[config.mk]
export PLATFORM = sky130hd
export DESIGN_NAME = grid_cursor_ctrl
export DESIGN_NICKNAME = d
export VERILOG_FILES = /design/src/rtl/grid_pkg.sv /design/src/rtl/grid_cursor_next.sv /design/src/rtl/grid_cursor_ctrl.sv
export SDC_FILE = /design/constraint.sdc
export NUM_CORES = 1
export LEC_CHECK = 0
export ABC_AREA = 0
export BUFFER_PORTS_ARGS = -buffer_cell sky130_fd_sc_hd__buf_2
export CAP_MARGIN = 40
export CORE_ASPECT_RATIO = 1.2
export CORE_MARGIN = 2
export CORE_UTILIZATION = 40
export CTS_BUF_LIST = sky130_fd_sc_hd__clkbuf_4 sky130_fd_sc_hd__clkbuf_8
export DETAILED_ROUTE_END_ITERATION = 12
export GPL_ROUTABILITY_DRIVEN = 0
export HOLD_SLACK_MARGIN = 0.08
export PLACE_DENSITY = 0.62
export SLEW_MARGIN = 20
export SYNTH_ARGS = -nofsm -noshare
export SYNTH_HDL_FRONTEND = slang
export SYNTH_SLANG_ARGS = --single-unit
[constraint.sdc]
create_clock -name clk -period 3.7 [get_ports clk]
set_input_delay 0.185 -clock clk [delete_from_list [all_inputs] [get_ports clk]]
set_output_delay 0.185 -clock clk [all_outputs]
set_load 0.005 [all_outputs]
[src/rtl/grid_pkg.sv]
// -----------------------------------------------------------------------------
// grid_pkg
// Shared constants and types for the grid cursor controller.
//   - Grid geometry (columns, rows, cell size, pixels per square)
//   - Draw-phase timeout
//   - FSM state encoding and move direction encoding
//   - step_coord: the single boundary rule (clamp or wrap) used for both axes
// No ports (package).
// -----------------------------------------------------------------------------
package grid_pkg;

    localparam int GRID_COLS     = 8;
    localparam int GRID_ROWS     = 6;
    localparam int CELL_PIXELS   = 20;
    localparam int SQUARE_PIXELS = CELL_PIXELS * CELL_PIXELS;
    localparam int DONE_TIMEOUT  = 408;

    localparam int COORD_W = 4;
    localparam int CNT_W   = 9;

    typedef enum logic [2:0] {
        ST_IDLE      = 3'd0,
        ST_ERASE_ARM = 3'd1,
        ST_ERASE     = 3'd2,
        ST_DRAW_ARM  = 3'd3,
        ST_DRAW      = 3'd4
    } state_t;

    typedef enum logic [2:0] {
        DIR_NONE  = 3'd0,
        DIR_UP    = 3'd1,
        DIR_DOWN  = 3'd2,
        DIR_LEFT  = 3'd3,
        DIR_RIGHT = 3'd4
    } dir_t;

    // One step along an axis. The edge test happens before the add/subtract,
    // so a decrement at 0 never underflows and an increment never passes last.
    function automatic logic [COORD_W-1:0] step_coord(
        input logic [COORD_W-1:0] c,
        input logic               inc,
        input logic [COORD_W-1:0] last,
        input logic               wrap
    );
        logic [COORD_W-1:0] r;
        if (inc) begin
            if (c >= last) r = wrap ? '0 : last;
            else           r = COORD_W'(c + 1);
        end else begin
            if (c == '0)   r = wrap ? last : '0;
            else           r = COORD_W'(c - 1);
        end
        return r;
    endfunction

endpackage

[src/rtl/grid_cursor_next.sv]
// -----------------------------------------------------------------------------
// grid_cursor_next
// Combinational next-cell computation for the grid cursor.
// Move priority is up > down > left > right; edges clamp by default.
// Build option: define GRID_CURSOR_WRAP_EN to make moves wrap around the grid
// instead of clamping.
// Ports:
//   cur_x, cur_y        in   current cursor cell
//   move_up/down/left/right in single-cycle move requests
//   nxt_x, nxt_y        out  resulting cell
//   changed             out  1 when the resulting cell differs from cur
// -----------------------------------------------------------------------------
module grid_cursor_next
    import grid_pkg::*;
(
    input  logic [COORD_W-1:0] cur_x,
    input  logic [COORD_W-1:0] cur_y,
    input  logic               move_up,
    input  logic               move_down,
    input  logic               move_left,
    input  logic               move_right,
    output logic [COORD_W-1:0] nxt_x,
    output logic [COORD_W-1:0] nxt_y,
    output logic               changed
);

`ifdef GRID_CURSOR_WRAP_EN
    localparam logic WRAP = 1'b1;
`else
    localparam logic WRAP = 1'b0;
`endif

    localparam logic [COORD_W-1:0] LAST_X = COORD_W'(GRID_COLS - 1);
    localparam logic [COORD_W-1:0] LAST_Y = COORD_W'(GRID_ROWS - 1);

    dir_t dir;

    always_comb begin
        dir = DIR_NONE;
        if      (move_up)    dir = DIR_UP;
        else if (move_down)  dir = DIR_DOWN;
        else if (move_left)  dir = DIR_LEFT;
        else if (move_right) dir = DIR_RIGHT;
    end

    always_comb begin
        nxt_x = cur_x;
        nxt_y = cur_y;
        case (dir)
            DIR_UP:    nxt_y = step_coord(cur_y, 1'b0, LAST_Y, WRAP);
            DIR_DOWN:  nxt_y = step_coord(cur_y, 1'b1, LAST_Y, WRAP);
            DIR_LEFT:  nxt_x = step_coord(cur_x, 1'b0, LAST_X, WRAP);
            DIR_RIGHT: nxt_x = step_coord(cur_x, 1'b1, LAST_X, WRAP);
            default:   ;
        endcase
        changed = (nxt_x != cur_x) || (nxt_y != cur_y);
    end

endmodule

[src/rtl/grid_cursor_ctrl.sv]
// -----------------------------------------------------------------------------
// grid_cursor_ctrl
// Upstream controller for the 20x20 grid-selection square drawer. Holds the
// cursor cell and turns move/select pulses into an erase-old / draw-new
// square sequence. Build option GRID_CURSOR_WRAP_EN (see grid_cursor_next)
// makes moves wrap at the grid edges.
// Handshake: move_* and select are single-cycle pulses accepted only while
// busy=0; pulses seen while busy=1 are dropped. sel_valid and draw_err are
// single-cycle pulses; sel_x/sel_y are valid when sel_valid=1.
// Ports:
//   clk, reset                 clock, synchronous active-high reset
//   move_up/down/left/right    move pulses
//   select                     select pulse (priority over moves)
//   square_done                drawer done flag
//   COUNTER_X, COUNTER_Y       cell handed to the drawer
//   drawer_resetn              0 = hold drawer at pixel 0, 1 = run
//   plot                       VGA write enable
//   erase                      1 = background colour, 0 = drawer colour
//   busy                       high in every state except IDLE
//   sel_valid, sel_x, sel_y    selected cell report
//   draw_err                   pulse on draw-phase timeout
// -----------------------------------------------------------------------------
module grid_cursor_ctrl
    import grid_pkg::*;
(
    input  logic               clk,
    input  logic               reset,
    input  logic               move_up,
    input  logic               move_down,
    input  logic               move_left,
    input  logic               move_right,
    input  logic               select,
    input  logic               square_done,
    output logic [COORD_W-1:0] COUNTER_X,
    output logic [COORD_W-1:0] COUNTER_Y,
    output logic               drawer_resetn,
    output logic               plot,
    output logic               erase,
    output logic               busy,
    output logic               sel_valid,
    output logic [COORD_W-1:0] sel_x,
    output logic [COORD_W-1:0] sel_y,
    output logic               draw_err
);

    state_t             state;
    logic [COORD_W-1:0] cur_x, cur_y;
    logic [COORD_W-1:0] tgt_x, tgt_y;
    logic [COORD_W-1:0] nxt_x, nxt_y;
    logic               changed;
    logic [CNT_W-1:0]   pix_cnt;
    logic [CNT_W-1:0]   tmo_cnt;
    logic               pix_full;
    logic               done_ok;
    logic               tmo_hit;

    grid_cursor_next u_next (
        .cur_x      (cur_x),
        .cur_y      (cur_y),
        .move_up    (move_up),
        .move_down  (move_down),
        .move_left  (move_left),
        .move_right (move_right),
        .nxt_x      (nxt_x),
        .nxt_y      (nxt_y),
        .changed    (changed)
    );

    assign pix_full = (pix_cnt == CNT_W'(SQUARE_PIXELS));
    // The drawer's done flag is stale for the first cycle after release.
    assign done_ok  = square_done && (pix_cnt >= CNT_W'(2)) && pix_full;
    assign tmo_hit  = (tmo_cnt == CNT_W'(DONE_TIMEOUT - 1));

    always_ff @(posedge clk) begin
        if (reset) begin
            state         <= ST_DRAW_ARM;
            cur_x         <= '0;
            cur_y         <= '0;
            tgt_x         <= '0;
            tgt_y         <= '0;
            COUNTER_X     <= '0;
            COUNTER_Y     <= '0;
            drawer_resetn <= 1'b0;
            plot          <= 1'b0;
            erase         <= 1'b0;
            busy          <= 1'b1;
            sel_valid     <= 1'b0;
            sel_x         <= '0;
            sel_y         <= '0;
            draw_err      <= 1'b0;
            pix_cnt       <= '0;
            tmo_cnt       <= '0;
        end else begin
            sel_valid <= 1'b0;
            draw_err  <= 1'b0;
            case (state)
                ST_IDLE: begin
                    drawer_resetn <= 1'b0;
                    plot          <= 1'b0;
                    busy          <= 1'b0;
                    if (select) begin
                        sel_valid <= 1'b1;
                        sel_x     <= cur_x;
                        sel_y     <= cur_y;
                    end else if (changed) begin
                        tgt_x     <= nxt_x;
                        tgt_y     <= nxt_y;
                        COUNTER_X <= cur_x;
                        COUNTER_Y <= cur_y;
                        erase     <= 1'b1;
                        busy      <= 1'b1;
                        state     <= ST_ERASE_ARM;
                    end
                end

                // Arm cycle: drawer held at pixel 0 with coordinates already
                // stable; release it for the following phase.
                ST_ERASE_ARM, ST_DRAW_ARM: begin
                    drawer_resetn <= 1'b1;
                    plot          <= 1'b0;
                    pix_cnt       <= '0;
                    tmo_cnt       <= '0;
                    state         <= (state == ST_ERASE_ARM) ? ST_ERASE : ST_DRAW;
                end

                // plot trails drawer_resetn by one cycle to match the
                // drawer's colour/coordinate latency.
                ST_ERASE, ST_DRAW: begin
                    tmo_cnt <= tmo_cnt + CNT_W'(1);
                    plot    <= !pix_full;
                    if (!pix_full) pix_cnt <= pix_cnt + CNT_W'(1);
                    if (done_ok || tmo_hit) begin
                        draw_err      <= !done_ok;
                        plot          <= 1'b0;
                        drawer_resetn <= 1'b0;
                        if (state == ST_ERASE) begin
                            cur_x     <= tgt_x;
                            cur_y     <= tgt_y;
                            COUNTER_X <= tgt_x;
                            COUNTER_Y <= tgt_y;
                            erase     <= 1'b0;
                            state     <= ST_DRAW_ARM;
                        end else begin
                            busy  <= 1'b0;
                            state <= ST_IDLE;
                        end
                    end
                end

                default: begin
                    drawer_resetn <= 1'b0;
                    plot          <= 1'b0;
                    busy          <= 1'b0;
                    state         <= ST_IDLE;
                end
            endcase
        end
    end

endmodule

Word level (Yosys, flattened, before mapping). Cells that the tools add are included.

Memories: 0. Bits of input ports: 8. Bits in read-only memories: 0. Bits in latches: 0. Memory bits (writable): 0. Output and inout port bits: 22. Bits in registers: 59.

Shift-type cells: 0. Bitwise operators: 5. Equal/unequal tests: 18. Order comparisons: 3. $mul: 0. Muxes and demuxes: 42. Divide/modulo/power cells: 0. $add $sub $neg: 6. Reductions and logical operators: 23.

Operator list (number): 4-bit two-way mux (12); 9-bit one-hot mux with 2 select lines (2); 4-bit one-hot mux with 2 select lines (4); 3-bit two-way mux (8); 9-bit by 1-bit adder with 9-bit output, second input constant (2); 9-bit == test, second input constant (2); 3-bit by 2-bit == test with 1-bit output, second input constant (4); 2-bit != test, second input constant (6); 3-bit AND reduction (4); 1-bit two-way mux (10); 9-bit by 2-bit >= comparator with 1-bit output, second input constant (1); 9-bit two-way mux (1); 3-bit one-hot mux with 3 select lines (1); 4-bit by 1-bit adder with 4-bit output, second input constant (2); 4-bit by 3-bit >= comparator with 1-bit output, second input constant (2); 4-bit zero test (2); 4-bit != test (2); 4-bit by 1-bit subtractor with 4-bit output, second input constant (2); 3-bit by 1-bit == test with 1-bit output, second input constant (2); 3-bit == test, second input constant (2); 2-bit OR reduction (3); 3-bit OR reduction (2); 1-bit NOT (5); 5-bit AND reduction (1); other kinds (9) (15).

Longest topological paths before layout. Gate-level depths: netlist (run 1).

Depth in word-level cells: 11. Mapped depth: 11.

Hierarchy. From an unflattened synthesis (run 1), not the netlist that was laid out.

Cells, all modules: 417. Area total of the unflattened synthesis: 3355.7 sq um.

By module, submodules not included: grid_cursor_ctrl (area an instance 2711.4 sq um, times used 1, cells an instance 315, sequential area each 1181.1 sq um); grid_cursor_next (area an instance 644.4 sq um, times used 1, cells an instance 102, sequential area each 0.0 sq um).

Worst setup path before layout (run 1). Ideal clock, no wire load.

Path kind: register to register. Start point: register cur_x[0]. End point: register COUNTER_X[0]. Slack: 0.789 ns. Clock period less this slack: 2.911 ns. Data arrival time: 2.789 ns. Cell stages (with the launch flop): 10. Setup time: 0.121 ns. Path through: dfxtp_1 inv_1 ha_1 nor3b_2 o32a_2 mux2i_1 or4_4 o31ai_4 nand2_4 mux2_4.

Longest elaborated chain between the ends: 7.

Ends and longest elaborated chain: start: declaration (RTL line grid_cursor_ctrl.sv:47) `logic [COORD_W-1:0] cur_x, cur_y;`; start signal: assignment (RTL line grid_cursor_ctrl.sv:137) `cur_x <= tgt_x;`; 4-bit by 1-bit adder with 4-bit output (tied with other cells) (RTL line grid_pkg.sv:48) `else r = COORD_W'(c + 1);`; 4-bit two-way mux, on equally long branches (RTL line grid_pkg.sv:47, grid_pkg.sv:50); 4-bit one-hot mux with 2 select lines (RTL line grid_cursor_next.sv:49) `case (dir)`; 4-bit != test (RTL line grid_cursor_next.sv:56) `changed = (nxt_x != cur_x) || (nxt_y != cur_y);`; 1-bit logical OR (RTL line grid_cursor_next.sv:56); 2-bit != test (no source line); 5-bit AND reduction (no source line); end signal: assignment (RTL line grid_cursor_ctrl.sv:108) `COUNTER_X <= cur_x;`; end signal: assignment (RTL line grid_cursor_ctrl.sv:139) `COUNTER_X <= tgt_x;`; end: declaration (RTL line grid_cursor_ctrl.sv:34) `output logic [COORD_W-1:0] COUNTER_X,`.

Several ways; a longest one is shown, not always the timed one. The select of a mux whose other input is x is not followed. A chain may end at the register's enable or synchronous reset.

Final worst setup path (run 1).
Start point: register cur_x[0]. End point: register COUNTER_Y[3].

Longest elaborated chain between the ends: 7.

Ends and longest elaborated chain: 4-bit by 1-bit adder with 4-bit output (tied with other cells) (RTL line grid_pkg.sv:48); 4-bit two-way mux, on equally long branches (RTL line grid_pkg.sv:47, grid_pkg.sv:50); 4-bit one-hot mux with 2 select lines (RTL line grid_cursor_next.sv:49); 4-bit != test * (RTL line grid_cursor_next.sv:56); 1-bit logical OR * (RTL line grid_cursor_next.sv:56); 2-bit != test (no source line) *; 5-bit AND reduction (no source line) *; end signal: assignment (RTL line grid_cursor_ctrl.sv:109) `COUNTER_Y <= cur_y;`; end signal: assignment (RTL line grid_cursor_ctrl.sv:140) `COUNTER_Y <= tgt_y;`; end: declaration (RTL line grid_cursor_ctrl.sv:35) `output logic [COORD_W-1:0] COUNTER_Y,`.

Every way passes the cells marked *; elsewhere a longest branch is shown, timed or not.

==> results of run 1 <==
-- sequential cells by signal (all words and copies together), names as in the netlist, 3 cells and up --
name	cells
sel_x	4
COUNTER_X	4
pix_cnt	9
COUNTER_Y	4
tgt_y	4
cur_y	4
tmo_cnt	9
state	3
cur_x	4
tgt_x	4
sel_y	4
-- worst max path at each step --
stage,from,endpoint,slack (ns)
4_1_cts,cur_x[0],COUNTER_Y[3],0.40
3_5_place_dp,cur_x[0],COUNTER_X[2],0.42
6_report,cur_x[0],COUNTER_Y[3],0.40
2_1_floorplan,cur_x[0],COUNTER_X[0],0.79
5_1_grt,cur_x[0],COUNTER_Y[2],0.28
3_3_place_gp,cur_x[0],COUNTER_X[3],0.52
-- critical path, stage by stage, from the launching register on --
cell,delay [ns]
dfxtp_1,0.48
inv_1,0.15
ha_1,0.26
nor3b_2,0.18
o32a_2,0.42
mux2i_1,0.13
or4_4,0.56
o31ai_4,0.46
nand2_4,0.19
mux2_4,0.36
-- power by group through the flow --
stage,registers [mW],clock network (mW),logic [mW]
after floorplan,0.668,0,0.0819
after global placement,0.672,0,0.101
after detailed placement,0.673,0,0.107
after CTS,0.658,0.669,0.109
after global routing,0.660,0.696,0.122
final,0.658,0.660,0.108
-- cells in the final DEF (no fill, tap or decap), types with 3 or more instances in the layout --
cell and n:
a21oi_1 38, buf_4 3, o21ai_0 10, xor2_1 7, dfxtp_1 59, nor2b_1 13
or3_1 4, nor3_1 3, and3_1 6, nand4_1 4, mux2i_1 13, a311o_1 3
clkbuf_8 9, nor4_1 3, buf_2 29, nor2_1 44, nand3_1 8, inv_1 9
nand2_1 60, a311oi_1 3, mux2_4 8, mux2_2 5, ha_1 10, o221ai_1 3
nand2b_1 9
-- through the flow --
step           area, um^2  utilization  setup WS (ns)
6_report             3620        0.469          0.400
5_1_grt              3620        0.469          0.278
4_1_cts              3620        0.469          0.396
3_5_place_dp         3380        0.439          0.424
3_3_place_gp         3350        0.435          0.521
2_1_floorplan        3190            -          0.789
-- Yosys cell counts (3+ instances only) --
| master | count | area, um^2 |
|---|---|---|
| nand2_1 | 60 | 225 |
| dfxtp_1 | 59 | 1180 |
| nor2_1 | 44 | 165 |
| a21oi_1 | 38 | 190 |
| clkbuf_1 | 16 | 60.1 |
| mux2i_1 | 13 | 130 |
| nor2b_1 | 13 | 81.3 |
| ha_1 | 10 | 125 |
| o21ai_0 | 10 | 50.1 |
| inv_1 | 9 | 33.8 |
| nand2b_1 | 9 | 56.3 |
| mux2_4 | 8 | 120 |
| nand3_1 | 8 | 40.0 |
| xor2_1 | 7 | 61.3 |
| and3_1 | 6 | 37.5 |
| mux2_2 | 5 | 56.3 |
| buf_4 | 4 | 30.0 |
| nand4_1 | 4 | 25.0 |
| or3_1 | 4 | 25.0 |
| a311o_1 | 3 | 30.0 |
| a311oi_1 | 3 | 26.3 |
| buf_2 | 3 | 15.0 |
| nor3_1 | 3 | 15.0 |
| nor4_1 | 3 | 18.8 |
| o221ai_1 | 3 | 26.3 |
-- layout make-up --
class | count | share of cell area
Sequential cell | 59 | 0.327
Timing Repair Buffer | 34 | 0.0547
Tap cell | 92 | 0.0318
Multi-Input combinational cell | 293 | 0.516
Inverter | 9 | 0.00934
Clock buffer | 9 | 0.0343
Clock inverter | 7 | 0.0277
-- cells by family after synthesis --
kind of cell,count (synthesis),share of synthesized area
simple gates,175,0.277
compound gates,75,0.153
flops,59,0.370
buf+inv,33,0.0447
mux,26,0.0962
fa+ha+maj,10,0.0392
xor+xnor,7,0.0192
-- per-layer routing --
metal	share of wire	vias up	wire (um)	global-route usage
met5	0	-	0	0
met4	0.018	0	129	0.0794
met3	0.036	13	251	0.0228
met2	0.50	51	3570	0.290
met1	0.44	1268	3120	0.202
li1	-	1388	-	-
-- timing repair --
action	CTS	global route
gates resized for setup	0	0
endpoints found under the hold margin	1	0
endpoints found under the setup margin	0	0
hold buffers	1	0
==> flow_summary.toml, run 1 <==
[run_status]
status = "finished, final reports clean"

[synth]
synth_fp_nets = 403
synth_edf_count = 0
avgSynthCellArea_um2 = 8.28
syn_area_um2 = 3190
async_flop_share = 0
synth_warnings = 0
ys_types = 54
ys_ff_latch = 59
ys_seq_area_frac = 0.370
syn_inst = 385
ys.flop_type = "dfxtp_1"

[setup_path]
cp_max_fo = 9
worst_setup_path_start_kind = "register"
r2r_cells = 9
r2r-start = "cur_x[0]"
cp_data_required_time_ns = 3.93
reg2reg_to = "COUNTER_Y[3]"
worstSetupEndpointType = "register"
r2r_slack_ns = 0.40
critPathKind = "register to register"
cp.arrival_ns = 3.53

[pwr]
leakage_nw = 1.49
finalPower_mw = 1.43
switchingPower_mw = 0.358
p_per_area_nw_per_um2 = 394
combPwrFrac = 0.076
p_int_mw = 1.07
power_frac_seq = 0.462
pwr-share-clk = 0.463
ir_drop_uv = 354
swShare = 0.251

[timing]
final_max_slew_viol_count = 0
skew_ns = 0.00893
setup_viol = 0
whs_ns = 0.232
finalCritPeriodShare = 0.892
rsz0062_at_grt = "false"
finalCriticalPeriod_ns = 3.30
max_freq_mhz = 303
hold_violations = 0
worst_pin_slew_ns = 0.671
slew-limit-headroom = 0.553
tns_ns = 0

[flow_run]
max_cap_violations = 0

[global_routing]
gr-total-overflow = 0
antenna_found_initial = 0
first_global_vias = 2521
grt_max_degree = 44
grt_pass1_wl_mm = 11.5
grt_usage = 0.166

[floorplan]
io_pins = 30
dieArea_um2 = 8700
num_rows = 35
die_w_um = 85.5
dieHeight_um = 102
start_util = 0.414
coreArea_um2 = 7710

[cells_and_area]
seqCellArea_um2 = 1180
antenna_cells = 0
drive_gt1_frac = 0.175
area_growth_pct = 13.4
final_cells = 503
final_nets = 424
multi_input_comb_area_um2 = 1860
fill_cells = 771

[worst_hold_path]
holdPathStages = 2
hp-start = "reset"
hold_end = "cur_x[2]"
hp-class = "input port to register"

[detailed_routing]
via_per_inst = 5.41
vias = 2720
drtIter0Drc = 70
drt_first_pass_iters = 4
ant_nets = 0
wl_mm = 7.07
drc_errors = 0
wl_per_cell_um = 14.1

[cts]
postCtsSetupBuffers = 0
cts.clk_slew.worst_paths_ns = 0.07
cts_sinks = 59
cts_tree = "built"
insertion_delay_ns = 0.34
cts_inserted_buffers = 9
htreeDepth = 3
cts_max_path_buffers = 2
cts-root-buf = "clkbuf_8"

[placed_design]
dp_hpwl_mm = 5.04
port_buffers = 29
placed_cells = 486
(Power assumes the default switching activity.)
==> inputs of run 2 (changes only) <==
--- a/config.mk
+++ b/config.mk
@@ -15,8 +15,9 @@
 export DETAILED_ROUTE_END_ITERATION = 12
 export GPL_ROUTABILITY_DRIVEN = 0
 export HOLD_SLACK_MARGIN = 0.08
-export PLACE_DENSITY = 0.62
+export PLACE_DENSITY = 0.61
 export SLEW_MARGIN = 20
 export SYNTH_ARGS = -nofsm -noshare
 export SYNTH_HDL_FRONTEND = slang
+export SYNTH_HIERARCHICAL = 1
 export SYNTH_SLANG_ARGS = --single-unit
==> flow_summary.toml, run 2 <==
[run_status]
status = "finished, final reports clean"

[setup_path]
critPathKind = "register to register"
cp_data_required_time_ns = 3.97
worst-path-buf-inv = 2
cp_max_fo = 10
worstSetupEndpointType = "register"
slowest_stage = "dfxtp_1"
cp_top_family = "simple AND/OR/NAND/NOR gates"
worst_setup_path_start_kind = "register"
critPathMostFrequentCell = "o21ai_0"
cp_cell_sequence = "inv_1, ha_1, nor3b_1, a21bo_1, o21ai_0, nor4bb_1, nand4_1, nor2b_1, buf_4, o21ai_0, a31o_1, mux2i_1"
cp.arrival_ns = 3.32
cpPeakStageDelay_ns = 0.41

[cts]
ctsResizeCount = 0
insertion_delay_ns = 0.34
cts_max_path_buffers = 2
cts.clk_slew.worst_paths_ns = 0.07
cts_sinks = 59
cts_inserted_buffers = 9
cts-root-buf = "clkbuf_8"
cts_tree = "built"
postCtsSetupBuffers = 0
cts.hold.buffers_added = 0
htreeDepth = 3

[pwr]
ir_drop_uv = 127
finalPower_mw = 1.50
p_per_area_nw_per_um2 = 400
leakage_nw = 1.41

[synth]
ys_ff_latch = 59
synth.area.top_cells = "dfxtp_1 (35%), nand2_1 (8.4%), mux2i_1 (5.4%)"
synth_largest_area_cell = "dfxtp_1"
synth_top_area_frac = 0.352
ys.flop_type = "dfxtp_1"
avgSynthCellArea_um2 = 8.05
async_flop_share = 0
synth_edf_count = 0
ys_types = 67
ys_seq_area_frac = 0.352
syn_inst = 417
synth_warnings = 6
synth_fp_nets = 434
syn_area_um2 = 3360
synthTopCellsByCount = "nand2_1 (75), dfxtp_1 (59), a21oi_1 (32)"
synth.most_common_cell = "nand2_1"

[placed_design]
port_buffers = 29
dp_hpwl_mm = 5.63

[floorplan]
dieHeight_um = 104
start_util = 0.412
io_pins = 30
coreArea_um2 = 8150
dieArea_um2 = 9140
num_rows = 36
die_w_um = 87.6

[timing]
max_freq_mhz = 328
hold_violations = 0
finalCriticalPeriod_ns = 3.05
setup_viol = 0
slew-limit-headroom = 0.588
rsz0062_at_grt = "false"
skew_ns = 0.00917
whs_ns = 0.241
tns_ns = 0
final_max_slew_viol_count = 0
finalCritPeriodShare = 0.823
worst_pin_slew_ns = 0.618

[cells_and_area]
fill_cells = 831
antenna_cells = 0
top_regs = "pix_cnt x9, tmo_cnt x9"
most-common-layout-cells = "nand2_1 (75), dfxtp_1 (59), a21oi_1 (32)"
area_growth_pct = 11.9
final_nets = 454
mostFrequentLayoutCell = "nand2_1"
drive_gt1_frac = 0.154

[global_routing]
grt_pass1_wl_mm = 13.2
first_global_vias = 2825
gr-total-overflow = 0
antenna_found_initial = 0
grt_max_degree = 40
grt_usage = 0.182

[detailed_routing]
via_per_inst = 5.38
drtIter0Drc = 150
vias = 2992
drc_errors = 0
wl_per_cell_um = 14.4
wl_mm = 8.03
ant_nets = 0
drt_first_pass_iters = 4

[worst_hold_path]
hp-class = "input port to register"

[flow_run]
max_cap_violations = 0
-- run 2: final timing paths --
path / startpoint / endpoint / slack (ns) / cells after the start
max: cur_y[0] / COUNTER_Y[1] / 0.65 / 12
min: square_done / draw_err / 0.24 / 4
max reg2reg: cur_y[0] / COUNTER_Y[1] / 0.65 / 12
min reg2reg: sel_x[0] / sel_x[0] / 0.45 / 2
-- run 2: layout make-up --
type                       instances  area (um^2)  area share
clock buffer                      14          174      0.0463
tap                              114          143      0.0380
clock inverter                     2         10.0     0.00267
sequential                        59         1180       0.315
inverter                          14         52.6      0.0140
timing repair buffer              35          198      0.0526
multi-input combinational        318         2000       0.532
-- run 2: power by group --
group	leakage [nW]	switching, mW	total (mW)	internal (mW)
Combinational	0.833	0.163	0.267	0.104
Clock	0.101	0.241	0.541	0.300
Sequential	0.477	0.0332	0.694	0.661
-- run 2: per-stage QoR --
stage          cell area [um^2]   util  setup WS (ns)  instances
2_1_floorplan              3360      -           1.07        417
4_1_cts                    3740  0.459          0.655        555
3_3_place_gp               3540  0.434          0.793        537
3_5_place_dp               3560  0.436          0.667        539
5_1_grt                    3750  0.461          0.336        556
6_report                   3750  0.461          0.654        556
-- run 2: worst register-to-register path: cells and delay by family, from the launching register on --
family          cells  cell delay, ns
flops               1            0.41
mux                 1            0.24
buf+inv             2            0.32
compound gates      4            0.85
fa+ha+maj           1            0.30
simple gates        4            0.88
-- run 2: kinds of logic (layout without fill, tap and decap cells) --
logic type | Yosys count | in the layout | share of synthesized area
mux | 19 | 19 | 0.0582
buf+inv | 40 | 65 | 0.0529
xor+xnor | 9 | 9 | 0.0235
compound gates | 101 | 101 | 0.195
fa+ha+maj | 9 | 9 | 0.0336
simple gates | 180 | 180 | 0.285
flops | 59 | 59 | 0.352
-- run 2: layer usage --
metal  vias to the layer above  global-route usage  part of all wire
met5                         -                   0                 0
met4                         0              0.0835             0.019
met3                        11              0.0238             0.017
met2                        37               0.311              0.51
met1                      1419               0.220              0.46
li1                       1525                   -                 -
